### config.mk
export PLATFORM = sky130hd
export DESIGN_NAME = asic_pwrseq
export DESIGN_NICKNAME = d
export VERILOG_FILES = /design/src/rtl/asic_pwrseq.sv
export SDC_FILE = /design/constraint.sdc
export NUM_CORES = 1
export LEC_CHECK = 0
export CAP_MARGIN = 20
export CORE_MARGIN = 4
export CORE_UTILIZATION = 41
export CTS_CLUSTER_SIZE = 28
export DETAILED_ROUTE_END_ITERATION = 8
export GPL_TIMING_DRIVEN = 0
export SLEW_MARGIN = 20
export SYNTH_ARGS = -nofsm -noshare
export SYNTH_HDL_FRONTEND = slang
export SYNTH_SLANG_ARGS = --single-unit
### constraint.sdc
create_clock -name clk -period 1.89 [get_ports clk]
set_input_delay 0.2835 -clock clk [delete_from_list [all_inputs] [get_ports clk]]
set_output_delay 0.2835 -clock clk [all_outputs]
set_load 0.01 [all_outputs]
### src/rtl/asic_pwrseq.sv
// asic_pwrseq: power-domain switch sequencer for one switchable core domain.
// Staggers enables to N header-switch groups to limit inrush, then releases
// isolation and finally domain reset. Power-down runs the same steps in reverse.
//
// Ports:
//   clk          always-on clock
//   reset        asynchronous active-high reset
//   pwr_req      1 = domain requested on, 0 = off
//   step_cycles  extra cycles between group enables/disables (quasi-static)
//   sw_ack       per-group power-good acks (already synchronized)
//   sw_en        per-group switch enables (cumulative)
//   iso_en       1 = domain outputs isolated
//   dom_reset    1 = domain held in reset
//   pwr_good     domain fully on and out of reset
//   busy         sequence in progress (not OFF, ON or ERR)
//   error        sticky ack-timeout flag
module asic_pwrseq #(
  parameter int unsigned N       = 4,
  parameter int unsigned CW      = 8,
  parameter int unsigned RSTDLY  = 3,
  parameter int unsigned TIMEOUT = 64,
  parameter              PROP    = "DEFAULT"
) (
  input  logic          clk,
  input  logic          reset,
  input  logic          pwr_req,
  input  logic [CW-1:0] step_cycles,
  input  logic [N-1:0]  sw_ack,
  output logic [N-1:0]  sw_en,
  output logic          iso_en,
  output logic          dom_reset,
  output logic          pwr_good,
  output logic          busy,
  output logic          error
);

  localparam int unsigned KW = (N > 1) ? $clog2(N) : 1;
  localparam int unsigned RW = (RSTDLY > 1) ? $clog2(RSTDLY) : 1;
  localparam int unsigned WW = (TIMEOUT > 1) ? $clog2(TIMEOUT) : 1;
  localparam bit ParamOk = (N >= 1) && (RSTDLY >= 1) && ($bits(PROP) > 0);

  // Elaboration-time parameter sanity check.
  if (!ParamOk) begin : g_bad_param
    $error("asic_pwrseq: N and RSTDLY must be >= 1");
  end

  typedef enum logic [2:0] {
    S_OFF, S_UP, S_ISO, S_ON, S_DN_RST, S_DN_ISO, S_DN, S_ERR
  } state_t;

  state_t         state, state_n;
  logic [KW-1:0]  k, k_n;          // current switch group
  logic [CW-1:0]  cnt, cnt_n;      // step delay
  logic [RW-1:0]  rcnt, rcnt_n;    // isolation-to-reset delay
  logic [WW-1:0]  wcnt, wcnt_n;    // ack wait
  logic [N-1:0]   sw_en_n;
  logic           iso_en_n, dom_reset_n, pwr_good_n, busy_n, error_n;

  // Next-state, counters and next registered outputs.
  always_comb begin
    state_n = state;
    k_n     = k;
    cnt_n   = cnt;
    rcnt_n  = rcnt;
    wcnt_n  = wcnt;
    sw_en_n = sw_en;
    error_n = error;

    case (state)
      S_OFF: begin
        if (pwr_req) begin
          state_n = S_UP;
          k_n     = '0;
          cnt_n   = step_cycles;
          wcnt_n  = '0;
          sw_en_n = N'(1);
          error_n = 1'b0;
        end
      end
      S_UP: begin
        if (!pwr_req) begin
          // Abort: ramp down from the current group; iso/reset never released.
          state_n    = S_DN;
          sw_en_n[k] = 1'b0;
          cnt_n      = step_cycles;
        end else if (cnt != '0) begin
          cnt_n = cnt - CW'(1);
        end else if (sw_ack[k]) begin
          wcnt_n = '0;
          if (k == KW'(N - 1)) begin
            state_n = S_ISO;
            rcnt_n  = RW'(RSTDLY - 1);
          end else begin
            k_n          = k + KW'(1);
            sw_en_n[k_n] = 1'b1;
            cnt_n        = step_cycles;
          end
        end else if ((TIMEOUT != 0) && (wcnt == WW'(TIMEOUT - 1))) begin
          state_n = S_ERR;
          sw_en_n = '0;
          error_n = 1'b1;
        end else begin
          wcnt_n = wcnt + WW'(1);
        end
      end
      S_ISO: begin
        if (!pwr_req) begin
          state_n = S_DN_ISO;
        end else if (rcnt != '0) begin
          rcnt_n = rcnt - RW'(1);
        end else begin
          state_n = S_ON;
        end
      end
      S_ON: begin
        if (!pwr_req) state_n = S_DN_RST;
      end
      S_DN_RST: state_n = S_DN_ISO;
      S_DN_ISO: begin
        state_n    = S_DN;
        sw_en_n[k] = 1'b0;
        cnt_n      = step_cycles;
      end
      S_DN: begin
        // k is the group cleared most recently; group 0 cleared -> OFF.
        if (k == '0) begin
          state_n = S_OFF;
        end else if (cnt != '0) begin
          cnt_n = cnt - CW'(1);
        end else begin
          k_n          = k - KW'(1);
          sw_en_n[k_n] = 1'b0;
          cnt_n        = step_cycles;
        end
      end
      S_ERR: begin
        if (!pwr_req) state_n = S_OFF;
      end
      default: begin
        state_n = S_OFF;
        sw_en_n = '0;
      end
    endcase

    // Moore outputs decoded from the next state so they register with it.
    iso_en_n    = !(state_n inside {S_ISO, S_ON, S_DN_RST});
    dom_reset_n = (state_n != S_ON);
    pwr_good_n  = (state_n == S_ON);
    busy_n      = state_n inside {S_UP, S_ISO, S_DN_RST, S_DN_ISO, S_DN};
  end

  // State, counters and output registers.
  always_ff @(posedge clk or posedge reset) begin
    if (reset) begin
      state     <= S_OFF;
      k         <= '0;
      cnt       <= '0;
      rcnt      <= '0;
      wcnt      <= '0;
      sw_en     <= '0;
      iso_en    <= 1'b1;
      dom_reset <= 1'b1;
      pwr_good  <= 1'b0;
      busy      <= 1'b0;
      error     <= 1'b0;
    end else begin
      state     <= state_n;
      k         <= k_n;
      cnt       <= cnt_n;
      rcnt      <= rcnt_n;
      wcnt      <= wcnt_n;
      sw_en     <= sw_en_n;
      iso_en    <= iso_en_n;
      dom_reset <= dom_reset_n;
      pwr_good  <= pwr_good_n;
      busy      <= busy_n;
      error     <= error_n;
    end
  end

endmodule
==> out/metrics.cfg <==
[global_route]
grt_pass1_vias=1742
antenna_found_initial=0
grt-ovfl-total=0
grt_start_max_net_pins=31
grt_util_all_layers_pct=17.1
grt_pass1_wl_um=8380

[timing]
fin_ws_ns=-0.111
rsz0062_at_grt=true
setup_viol=13
maxSlewViolCount=0
slew-limit-headroom_pct=58.2
fmax_mhz=500
min_period_ns=2.00
period_share_pct=106
skew_ns=0.00828
worst_slew_pin_slew_ns=0.625
hold_viol=0

[drt]
vias=1831
viasPerCell=5.31
ant_nets=0
drt-initial-drc-count=96
first_pass_iters=4
wire_per_inst_um=14.6
drc_errors=0
wl_um=5050

[clocking]
cts_sinks=30
cts_buffers=5
clk_latency_ns=0.28
cts.path.max_buffers=2
cts_max_level=2
cts_hold_buf=0
cts_tree=built
cts-root-buf=clkbuf_8
clk_pin_slew_ns=0.07

[finish]
area_delta_synth_final_pct=35.9
final_common_cell=dfrtp_1
mostFrequentLayoutCells=dfrtp_1 (24), clkdlybuf4s50_1 (22), nand2_1 (21)
nets=300
design_area_um2=2750
final_core_util_pct=57.9
drive_gt1_share_pct=31.3
antenna_cells=0

[worst_setup_path]
slowest_delay_ns=0.61
worstPathCellList=mux4_2, nor3_4, a31o_4, nor3_4, mux2_4
crit_fanout=6
arrival_ns=2.16
cp-end-kind=register
crit_path_start_kind=register
crit_required_ns=2.05
cp_slowest_cell=mux4_2
cpMostUsedCell=nor3_4
crit_type=reg2reg

[power]
clock_power_share_pct=12.5
swShare_pct=43.5
ir_drop_mv=0.875
comb_power_share_pct=61.7
internal-power_mw=2.43
p_sw_mw=1.87
p_leak_nw=1.14
cellPowerDensity_nw_per_um2=1560
sequentialPowerShare_pct=25.9

[logic_synthesis]
synthAdderAreaFrac_pct=4.94
synth.cell_area_um2=2020
synth_xor_area_share_pct=0
synth_cells=229
synthSimpleGateAreaFrac_pct=25.0
synth.distinct_cells=57
async_flop_share_pct=100
yosysSeqAreaShare_pct=37.2
synth_edf_count=0
synth-main-ff-cell=dfrtp_1
synth_compound_area_share_pct=25.7
yosysWarnings=0
yosys_register_bits=30
synth_mux_area_share_pct=2.84
synth_top_family_by_area=compound AO/OA/AOI/OAI gates
syn_nets=252
synth_area_per_cell_um2=8.84

[run]
drv_cap=0

[place]
io_buffers=22
dpl.hpwl_um=3370
gp_congestion=0.836
placed_area_um2=2330
pre_cts_ws_ns=-0.354

[floorplanning]
fp.coreArea_um2=4750
die_x_um=78.3
ios=24
dieArea_um2=6130
start_util_pct=42.6
std_cell_rows=25
chipHeight_um=78.3

[hold_path]
hold_path_class=in2async

[status]
violations=negative setup slack
status=finished, violations left

## cell families after synthesis
logic type / after synthesis
mux: 4
simple gates: 91
flops: 30
fa+ha+maj: 8
buf+inv: 18
compound gates: 78
## registers in the layout, summed over array words and instances, names as in the netlist
register / cells
pwr_good: 1
dom_reset: 1
state: 3
sw_en: 4
iso_en: 1
error: 1
busy: 1
cnt: 8
rcnt: 2
wcnt: 6
k: 2
## synthesized netlist by cell type, types with 3 or more instances
library cell	count	area share, %
a2bb2oi_1	3	1.3
nor3b_1	3	1.1
a21oi_1	18	4.5
nor2_1	19	3.5
and2_1	3	0.93
o21ai_0	29	7.2
ha_1	8	4.9
nand2_1	25	4.6
inv_1	8	1.5
nand3_1	5	1.2
buf_2	6	1.5
nor3_1	7	1.7
a31oi_1	4	1.2
o22a_1	3	1.3
nand2b_1	8	2.5
dfrtp_1	28	35
## stage by stage
stage	instances	TNS, ns	hold slack (ns)	power [mW]
after global placement	318	-5.97	0.478	3.09
final	345	-0.406	0.406	4.30
after floorplan	229	0	0.373	2.59
after CTS	342	-0.235	0.415	3.99
after global routing	345	-2.66	0.483	4.65
after detailed placement	318	-6.29	0.476	3.10
## final timing paths
kind                                  endpoint  slack [ns]           startpoint  cells past startpoint
max                        rcnt[0]$_DFFE_PP0P_       -0.11     k[0]$_DFFE_PP0P_                      5
min                        wcnt[0]$_DFFE_PP0P_        0.41                reset                      2
max reg2reg                rcnt[0]$_DFFE_PP0P_       -0.11     k[0]$_DFFE_PP0P_                      5
min reg2reg                wcnt[5]$_DFFE_PP0P_        0.49  wcnt[5]$_DFFE_PP0P_                      1
max in group asynchronous     k[0]$_DFFE_PP0P_        1.04                reset                      2
min in group clk              iso_en$_DFF_PP1_        0.44              pwr_req                      3
## repair_timing
item,in CTS,in global routing
resized for setup,24,40
setup buffers,15,3
cloned,1,0
pin swaps,6,16
setup endpoints to repair,26,26
## critical path, delay by kind of cell (launching register included)
family           cells  cell delay (ns)
AO/OA/AOI/OAI        1             0.23
flip-flops           1             0.40
multiplexers         2             0.90
AND/OR/NAND/NOR      2             0.35
## metal layers
metal  up-vias  GRT usage [%]  part of all wire (%)
li1        936              -                     -
met1       855           24.7                    49
met2        36           26.0                    46
met3         4           3.33                   4.0
met4         0           4.72                  0.91
met5         -              0                     0
## layout make-up
type | count | area, um2
repair buffers | 41 | 374
clock inverters | 1 | 5.00
clock buffers | 7 | 86.3
inverters | 9 | 33.8
plain buffers | 9 | 63.8
flip-flops and latches | 30 | 758
multi-input cells | 181 | 1350
well taps | 67 | 83.8
fillers | 430 | 2000
## power by group through the flow
stage	Combinational [mW]	Sequential (mW)	Clock, mW
after global placement	1.97	1.11	0
final	2.65	1.11	0.535
after floorplan	1.51	1.09	0
after CTS	2.35	1.10	0.547
after detailed placement	1.99	1.11	0
after global routing	2.91	1.15	0.584
No activity file was read; power rests on OpenSTA's default activity.
